File: src/rtl/llsc_mem_ctrl_pkg.sv
// Shared encodings and widths for the LL/SC memory controller.
package llsc_mem_ctrl_pkg;

    localparam int ADDR_W = 32;
    localparam int DATA_W = 32;
    localparam int REG_W  = 5;
    localparam int OP_W   = 3;

    typedef enum logic [OP_W-1:0] {
        OP_NONE = 3'd0,
        OP_LW   = 3'd1,
        OP_SW   = 3'd2,
        OP_LL   = 3'd3,
        OP_SC   = 3'd4
    } op_e;

    typedef enum logic [1:0] {
        S_IDLE = 2'd0,
        S_REQ  = 2'd1,
        S_DONE = 2'd2
    } state_e;

    function automatic logic is_load(input op_e op);
        return (op == OP_LW) || (op == OP_LL);
    endfunction

    function automatic logic is_store(input op_e op);
        return (op == OP_SW) || (op == OP_SC);
    endfunction

endpackage

File: src/rtl/llsc_mem_ctrl.sv
// LW/SW/LL/SC memory stage: one op at a time via IDLE->REQ->DONE; optional LLSC_ADDR_CHECK_EN adds a link-address check.
// Latency: result in DONE two cycles after acceptance with a zero-wait ack; failing SC skips the bus (one cycle).
// Backpressure: stallreq_o holds the pipeline from acceptance until DONE; bus request held until mem_ack_i.
module llsc_mem_ctrl
    import llsc_mem_ctrl_pkg::*;
(
    input  logic              clk,
    input  logic              rst,
    input  logic              flush,
    input  logic              valid_i,
    input  logic [OP_W-1:0]   op_i,
    input  logic [ADDR_W-1:0] addr_i,
    input  logic [DATA_W-1:0] wdata_i,
    input  logic [REG_W-1:0]  wd_i,
    input  logic              llbit_i,
    input  logic              wb_llbit_we_i,
    input  logic              wb_llbit_value_i,
    output logic              mem_req_o,
    output logic              mem_we_o,
    output logic [ADDR_W-1:0] mem_addr_o,
    output logic [DATA_W-1:0] mem_wdata_o,
    input  logic              mem_ack_i,
    input  logic [DATA_W-1:0] mem_rdata_i,
    output logic              stallreq_o,
    output logic              wreg_o,
    output logic [REG_W-1:0]  wd_o,
    output logic [DATA_W-1:0] wdata_o,
    output logic              llbit_we_o,
    output logic              llbit_value_o
);

    state_e            state_q, state_d;
    op_e               op_q, op_d;
    logic [ADDR_W-1:0] addr_q, addr_d;
    logic [DATA_W-1:0] wdata_q, wdata_d;
    logic [REG_W-1:0]  wd_q, wd_d;
    logic [DATA_W-1:0] res_q, res_d;
`ifdef LLSC_ADDR_CHECK_EN
    logic [ADDR_W-3:0] link_addr_q, link_addr_d;
`endif

    logic llbit_eff;
    logic link_ok;
    logic accept;
    logic in_req;
    logic in_done;
    logic wr;

    always_comb begin
        state_d = state_q;
        op_d    = op_q;
        addr_d  = addr_q;
        wdata_d = wdata_q;
        wd_d    = wd_q;
        res_d   = res_q;
`ifdef LLSC_ADDR_CHECK_EN
        link_addr_d = link_addr_q;
`endif

        // An LLbit write still in flight downstream is newer than the register copy.
        llbit_eff = wb_llbit_we_i ? wb_llbit_value_i : llbit_i;
`ifdef LLSC_ADDR_CHECK_EN
        link_ok = llbit_eff && (addr_i[ADDR_W-1:2] == link_addr_q);
`else
        link_ok = llbit_eff;
`endif
        accept = (state_q == S_IDLE) && valid_i && (op_i != OP_NONE) && !flush;

        case (state_q)
            S_IDLE: begin
                if (accept) begin
                    op_d    = op_e'(op_i);
                    addr_d  = addr_i;
                    wdata_d = wdata_i;
                    wd_d    = wd_i;
                    res_d   = '0;
                    if ((op_e'(op_i) == OP_SC) && !link_ok) begin
                        state_d = S_DONE;
                    end else begin
                        state_d = S_REQ;
                    end
                end
            end
            S_REQ: begin
                if (mem_ack_i) begin
                    if (is_load(op_q)) begin
                        res_d = mem_rdata_i;
                    end else if (op_q == OP_SC) begin
                        res_d = 32'd1;
                    end else begin
                        res_d = '0;
                    end
                    state_d = S_DONE;
                end
            end
            S_DONE: begin
                state_d = S_IDLE;
`ifdef LLSC_ADDR_CHECK_EN
                if (op_q == OP_LL) begin
                    link_addr_d = addr_q[ADDR_W-1:2];
                end
`endif
            end
            default: state_d = S_IDLE;
        endcase

        // Flush wins over ack and acceptance; the link address is architectural and survives.
        if (flush) begin
            state_d = S_IDLE;
            op_d    = OP_NONE;
            addr_d  = '0;
            wdata_d = '0;
            wd_d    = '0;
            res_d   = '0;
        end
    end

    always_ff @(posedge clk) begin
        if (!rst) begin
            state_q <= S_IDLE;
            op_q    <= OP_NONE;
            addr_q  <= '0;
            wdata_q <= '0;
            wd_q    <= '0;
            res_q   <= '0;
`ifdef LLSC_ADDR_CHECK_EN
            link_addr_q <= '0;
`endif
        end else begin
            state_q <= state_d;
            op_q    <= op_d;
            addr_q  <= addr_d;
            wdata_q <= wdata_d;
            wd_q    <= wd_d;
            res_q   <= res_d;
`ifdef LLSC_ADDR_CHECK_EN
            link_addr_q <= link_addr_d;
`endif
        end
    end

    assign in_req  = (state_q == S_REQ);
    assign in_done = (state_q == S_DONE);
    assign wr      = in_done && (is_load(op_q) || (op_q == OP_SC));

    assign stallreq_o  = accept || in_req;
    assign mem_req_o   = in_req;
    assign mem_we_o    = in_req && is_store(op_q);
    assign mem_addr_o  = in_req ? addr_q : '0;
    assign mem_wdata_o = in_req ? wdata_q : '0;

    assign wreg_o  = wr;
    assign wd_o    = wr ? wd_q : '0;
    assign wdata_o = wr ? res_q : '0;

`ifdef LLSC_ADDR_CHECK_EN
    // A completed plain store to the linked word breaks the reservation.
    assign llbit_we_o = in_done && ((op_q == OP_LL) || (op_q == OP_SC) ||
                                    ((op_q == OP_SW) && (addr_q[ADDR_W-1:2] == link_addr_q)));
`else
    assign llbit_we_o = in_done && ((op_q == OP_LL) || (op_q == OP_SC));
`endif
    assign llbit_value_o = in_done && (op_q == OP_LL);

endmodule

File: config.mk
export PLATFORM = sky130hd
export DESIGN_NAME = llsc_mem_ctrl
export DESIGN_NICKNAME = d
export VERILOG_FILES = /design/src/rtl/llsc_mem_ctrl_pkg.sv /design/src/rtl/llsc_mem_ctrl.sv
export SDC_FILE = /design/constraint.sdc
export NUM_CORES = 1
export LEC_CHECK = 0
export ABC_AREA = 0
export BUFFER_PORTS_ARGS = -buffer_cell sky130_fd_sc_hd__buf_4
export CAP_MARGIN = 20
export CORE_MARGIN = 3
export CORE_UTILIZATION = 23
export DETAILED_ROUTE_END_ITERATION = 8
export GPL_ROUTABILITY_DRIVEN = 0
export PLACE_DENSITY = 0.54
export RECOVER_POWER = 100
export SYNTH_ARGS = -nofsm -noshare
export SYNTH_HDL_FRONTEND = slang
export SYNTH_SLANG_ARGS = --single-unit
File: constraint.sdc
create_clock -name clk -period 1.6 [get_ports clk]
set_input_delay 0.16 -clock clk [delete_from_list [all_inputs] [get_ports clk]]
set_output_delay 0.16 -clock clk [all_outputs]
set_load 0.005 [all_outputs]
==> flow_summary_export.csv, run 1 <==
group,metric,value,unit
run_status,outcome,"finished, violations left",
run_status,violations,"setup timing",
sta,rsz0062_at_grt,"yes",
global_routing,grt_pass1_wl,25.9,mm
power,power.density,683,nW/um2
global_routing,grt.busiest_layer,"met2",
route,dr.first_iter.drc_count,178,
global_routing,antenna_found_initial,0,
clocking,clock_path_buffers,2,
logic_synthesis,syn_inst,543,
clocking,htree_levels,3,
placed_design,pre_cts_ws,-0.0960,ns
finish,layout_common_cells,"buf_4, dfxtp_1, buf_6",
power,intPower,4.37,mW
placed_design,dp.cells,1000,
min_path,hold_path_class,"input pin to flop",
setup_path,timing.rr.start,"state_q[1]",
setup_path,crit_path_start_kind,"flop",
sta,setup_viol,207,
logic_synthesis,synth_edf_count,0,
route,vias,4871,
global_routing,gr-usage-met3,0.0540,
sta,worst_pin_slew,0.565,ns
floorplan,core,19500,um2
power,p_leak,3.45,nW
logic_synthesis,ys_types,30,
floorplan,rows,51,
finish,fillers,1932,
logic_synthesis,async_flop_share,0,
setup_path,rrSetupSlack,-0.28,ns
setup_path,endpoint,"wdata_o[29]",
setup_path,criticalPathCategory,"flop to output pin",
finish,stdcell_count,1054,
power,seqPwrFrac,0.458,
sta,setup_ws,-0.323,ns
floorplan,die_y,147,um
route,wirelength,19.0,mm
sta,max_freq,0.520,GHz
global_routing,met2_usage,0.243,
sta,fin_worst_skew,0.00573,ns
logic_synthesis,synth_top_flop_cell,"dfxtp_1",
route,dr.pass1.iters,4,
setup_path,critical_path_required,1.44,ns
logic_synthesis,syn_area,4590,um2
floorplan,initial_core_util,0.235,
power,switching_share,0.256,
finish,final_common_cell,"buf_4",
power,finalPower,5.87,mW
logic_synthesis,avgSynthCellArea,8.46,um2
setup_path,cp_max_fo,10,
setup_path,reg2reg_to,"res_q[3]",
finish,diodes,0,
global_routing,gr-total-overflow,0,
sta,post-route-min-period,1.92,ns
setup_path,cp-end-kind,"output pin",
sta,maxSlewHeadroom,0.623,
finish,area_delta_synth_final,87.2,%
floorplan,die-area,21700,um2
setup_path,reg2reg_depth,9,
logic_synthesis,yosysSeqAreaShare,0.462,
sta,hold_viol,0,
power,switching_power,1.50,mW
floorplan,floorplan.io_pins,219,
clocking,cts_tree,"built",
setup_path,critPathArrivalTime,1.76,ns
power,combPwrFrac,0.149,
route,drc,0,
sta,min_period_over_period,1.20,
sta,tns,-36.14,ns
route,avgRoutedWirePerCell,18.0,um
global_routing,grt_max_degree,47,
global_routing,grt.total_usage,0.151,
clocking,cts_made_buffers,9,
finish,fin_nets,896,
logic_synthesis,synth_nets,655,
placed_design,portBuffers,218,
setup_path,cp-startpoint,"op_q[0]",
route,ant_nets,0,
clocking,clockRootBuffer,"clkbuf_16",
global_routing,grt_pass1_vias,4637,
finish,final_area,8600,um2
power,vdd_drop_max,0.537,mV
sta,final-max-slew-violation-count,0,
power,p_clk_frac,0.392,
clocking,path_clk_slew,0.07,ns
clocking,clkLatencyLatePin,0.35,ns
logic_synthesis,ys.warnings.count,0,
job,maxCapViolCount,0,
floorplan,die_w,147,um
finish,layout-drive-gt1-share,0.561,
placed_design,placed_cell_area,6700,um2
logic_synthesis,ys_seq_elements,106,
clocking,cts_sinks,106,
route,avgViaCountPerCell,4.62,
placed_design,hpwl,10.4,mm
global_routing,grtUsageMet1,0.195,
## synth_stat cells (2+ instances only)
cell type,count,share of area
o21ai_0,72,0.078
nand2b_1,5,0.0068
nand3b_1,3,0.0049
dfxtp_1,106,0.46
nand3_1,69,0.075
a21oi_1,77,0.084
nor3_1,2,0.0022
and2_1,101,0.14
clkbuf_2,2,0.0022
nor2_1,2,0.0016
a22o_1,31,0.059
buf_2,12,0.013
clkbuf_1,38,0.031
buf_6,3,0.0074
nand2_1,5,0.0041
## routing by layer
| metal | wire length [um] | up-vias | share of wire |
|---|---|---|---|
| met4 | 294 | 0 | 0.015 |
| met3 | 1200 | 16 | 0.063 |
| met2 | 9130 | 145 | 0.48 |
| met1 | 8390 | 2321 | 0.44 |
| li1 | - | 2389 | - |
| met5 | 0 | - | 0 |
## cell type report
type	count	area [um2]	share of cell area
Inverter	1	11.3	0.00131
Tap cell	265	332	0.0386
Clock inverter	7	75.1	0.00873
Timing Repair Buffer	286	2980	0.346
Clock buffer	9	225	0.0262
Multi-Input combinational cell	380	2860	0.332
Sequential cell	106	2120	0.247
## worst min-delay path by stage
| stage | start | endpoint | slack, ns | cells after the start |
|---|---|---|---|---|
| finish | mem_rdata_i[24] | res_q[24] | 0.02 | 2 |
| CTS | mem_rdata_i[22] | res_q[22] | 0.001 | 2 |
| global route | mem_rdata_i[5] | res_q[5] | 0.003 | 2 |
| floorplan | mem_rdata_i[10] | res_q[10] | 0.29 | 1 |
| detailed placement | mem_rdata_i[13] | res_q[13] | 0.38 | 2 |
| global placement | mem_rdata_i[27] | res_q[27] | 0.38 | 2 |
## per-stage QoR
stage               hold slack, ns   util
floorplan                    0.293      -
global placement             0.376  0.343
detailed placement           0.379  0.343
CTS                        0.00128  0.400
global route               0.00293  0.440
finish                      0.0204  0.440
## registers in the layout, summed over array words and instances, names as in the netlist
signal   cells
op_q         3
state_q      2
wdata_q     32
addr_q      32
wd_q         5
res_q       32
## worst max-delay path: stages, from the launching register on
cell and delay [ns]:
dfxtp_1 0.31, or3b_4 0.41, a21oi_4 0.16, buf_6 0.15, buf_12 0.13, and2_1 0.14
buf_4 0.11
## power groups by stage
stage | combinational [mW] | sequential [mW] | clock [mW]
2_1_floorplan | 0.230 | 2.75 | 0
3_3_place_gp | 0.590 | 2.75 | 0
3_5_place_dp | 0.591 | 2.75 | 0
4_1_cts | 0.680 | 2.69 | 2.41
5_1_grt | 0.939 | 2.70 | 2.48
6_report | 0.878 | 2.69 | 2.30
## logic make-up after synthesis
| kind of cell | after synthesis | synth area share |
|---|---|---|
| AO/OA/AOI/OAI | 185 | 0.234 |
| XOR/XNOR | 1 | 0.00191 |
| buffers and inverters | 57 | 0.0553 |
| flip-flops | 106 | 0.462 |
| multiplexers | 1 | 0.00218 |
| AND/OR/NAND/NOR | 193 | 0.245 |
## what timing repair did
action	in CTS	in global routing
gates resized for setup	150	113
hold buffers	2	0
cloned	8	14
buffers inserted	9	8
hold endpoints to repair	2	0
endpoints found under the setup margin	179	183
pin swaps	67	89
Power figures use the tool's default switching activity.
==> run 2: changes to the inputs <==
Settings changed: CORE_ASPECT_RATIO set to 1.1.
==> run 2 against run 1 <==
The run still ends with setup timing left. Worst hold slack got worse by 0.0040 ns. Non-clock buffer count increased by 2. Register-to-register slack improved by 0.16 ns. Largest cell class unchanged.
==> flow_summary_export.csv, run 2 (synthesis gave the netlist of run 1 again) <==
group,metric,value,unit
run_status,outcome,"finished, violations left",
run_status,violations,"setup timing",
setup_path,crit_path_start_kind,"flop",
setup_path,cp-end-kind,"output pin",
clocking,cts_tree,"built",
setup_path,timing.rr.start,"state_q[1]",
sta,final-max-slew-violation-count,0,
clocking,clock_path_buffers,2,
floorplan,core,19400,um2
setup_path,critical_path_required,1.44,ns
clocking,path_clk_slew,0.08,ns
setup_path,cp_max_fo,9,
route,ant_nets,0,
finish,stdcell_count,1038,
sta,maxSlewHeadroom,0.752,
finish,seqCellArea,2130,um2
finish,diodes,0,
sta,fin_worst_skew,0.00807,ns
route,drc,0,
setup_path,cp-startpoint,"op_q[1]",
finish,area_delta_synth_final,75.0,%
global_routing,grt_max_degree,76,
global_routing,grt_pass1_wl,26.9,mm
job,maxCapViolCount,0,
finish,final_area,8040,um2
power,p_leak,3.36,nW
route,wirelength,17.7,mm
power,power.density,705,nW/um2
sta,setup_ws,-0.324,ns
sta,setup_viol,169,
floorplan,die_y,154,um
sta,min_period_over_period,1.20,
power,p_clk_frac,0.398,
finish,fin_nets,898,
sta,worst_pin_slew,0.362,ns
finish,fillers,1989,
finish,largestRegisters,"addr_q (32), res_q (32), wdata_q (32)",
finish,multi_input_area,2470,um2
floorplan,die_w,141,um
clocking,htree_levels,3,
sta,post-route-min-period,1.92,ns
floorplan,rows,53,
finish,layout_common_cells,"buf_4, dfxtp_1, buf_6",
floorplan,floorplan.io_pins,219,
power,switching_power,1.50,mW
global_routing,grt_pass1_vias,4815,
global_routing,antenna_found_initial,0,
min_path,hold_path_startpoint,"mem_rdata_i[24]",
sta,max_freq,0.520,GHz
power,combPwrFrac,0.127,
clocking,cts_sinks,106,
floorplan,initial_core_util,0.237,
route,avgViaCountPerCell,4.69,
placed_design,hpwl,10.8,mm
route,avgRoutedWirePerCell,17.0,um
route,dr.pass1.iters,6,
setup_path,critPathArrivalTime,1.76,ns
clocking,clkLatencyLatePin,0.36,ns
finish,layout-drive-gt1-share,0.482,
clocking,cts_made_buffers,9,
power,vdd_drop_max,0.591,mV
power,switching_share,0.265,
clocking,clockRootBuffer,"clkbuf_16",
sta,hold_viol,0,
global_routing,gr-total-overflow,0,
sta,rsz0062_at_grt,"yes",
placed_design,placed_cell_area,6680,um2
route,dr.first_iter.drc_count,250,
global_routing,grt.total_usage,0.156,
power,intPower,4.17,mW
placed_design,dp.cells,984,
min_path,hold_path_class,"input pin to flop",
power,seqPwrFrac,0.475,
placed_design,portBuffers,218,
setup_path,criticalPathCategory,"flop to output pin",
route,vias,4873,
floorplan,die-area,21700,um2
finish,final_common_cell,"buf_4",
[run 2: cell count changes in the layout (fill, tap and decap cells not counted), moves of 15 or more]
| cell | previous run | this run |
|---|---|---|
| nand3_4 | 15 | 0 |
| a21oi_1 | 48 | 76 |
| a21oi_2 | 28 | 0 |
| o21ai_0 | 67 | 51 |
| nand3_1 | 35 | 69 |
| o21ai_1 | 5 | 21 |
| nand3_2 | 19 | 0 |
[run 2: worst max-delay path, cell delays in order, from the launching register on]
cell and delay [ns]:
dfxtp_1 0.32, or3b_4 0.42, a21oi_4 0.15, buf_6 0.15
buf_6 0.13, and2_1 0.13, buf_4 0.10
[run 2: cell type report]
cell class                      instances  share of cell area
Clock buffer                            9              0.0280
Clock inverter                          7             0.00809
Inverter                                1             0.00202
Multi-Input combinational cell        380               0.307
Sequential cell                       106               0.264
Tap cell                              247              0.0384
Timing Repair Buffer                  288               0.352
[run 2: timing repair]
| action | CTS | global route |
|---|---|---|
| setup buffers | 14 | 8 |
| cloned | 11 | 3 |
| hold endpoints to repair | 6 | 2 |
| gates resized for setup | 137 | 87 |
| pin swaps | 23 | 52 |
| hold buffers | 6 | 2 |
| setup endpoints to repair | 179 | 207 |
[run 2: path summary, 6_finish.rpt]
kind,to,slack (ns),cells past startpoint
max,wdata_o[14],-0.32,6
min,res_q[24],0.02,2
max reg2reg,res_q[10],-0.12,7
min reg2reg,res_q[13],0.47,1
[run 2: metal layers]
metal / GRT usage / up-vias / part of all wire
li1: - / 2396 / -
met1: 0.202 / 2315 / 0.44
met2: 0.258 / 155 / 0.49
met3: 0.0445 / 7 / 0.064
met4: 0.0351 / 0 / 0.0079
met5: 0 / - / 0
[run 2: power by group through the flow]
stage / Sequential, mW / Clock [mW] / Combinational, mW
after floorplan: 2.75 / 0 / 0.230
after global placement: 2.75 / 0 / 0.588
after detailed placement: 2.75 / 0 / 0.591
after CTS: 2.69 / 2.34 / 0.680
after global routing: 2.70 / 2.45 / 0.780
final: 2.69 / 2.26 / 0.719
[run 2: stage by stage]
stage	power (mW)	TNS, ns	hold slack, ns	util	setup WS (ns)
after global placement	3.34	-2.71	0.376	0.345	-0.132
after CTS	5.71	-22.82	0.000172	0.401	-0.356
final	5.67	-24.71	0.0163	0.415	-0.324
after floorplan	2.98	0	0.293	-	0.0671
after detailed placement	3.34	-3.63	0.380	0.345	-0.130
after global routing	5.93	-41.04	0.00169	0.415	-0.405
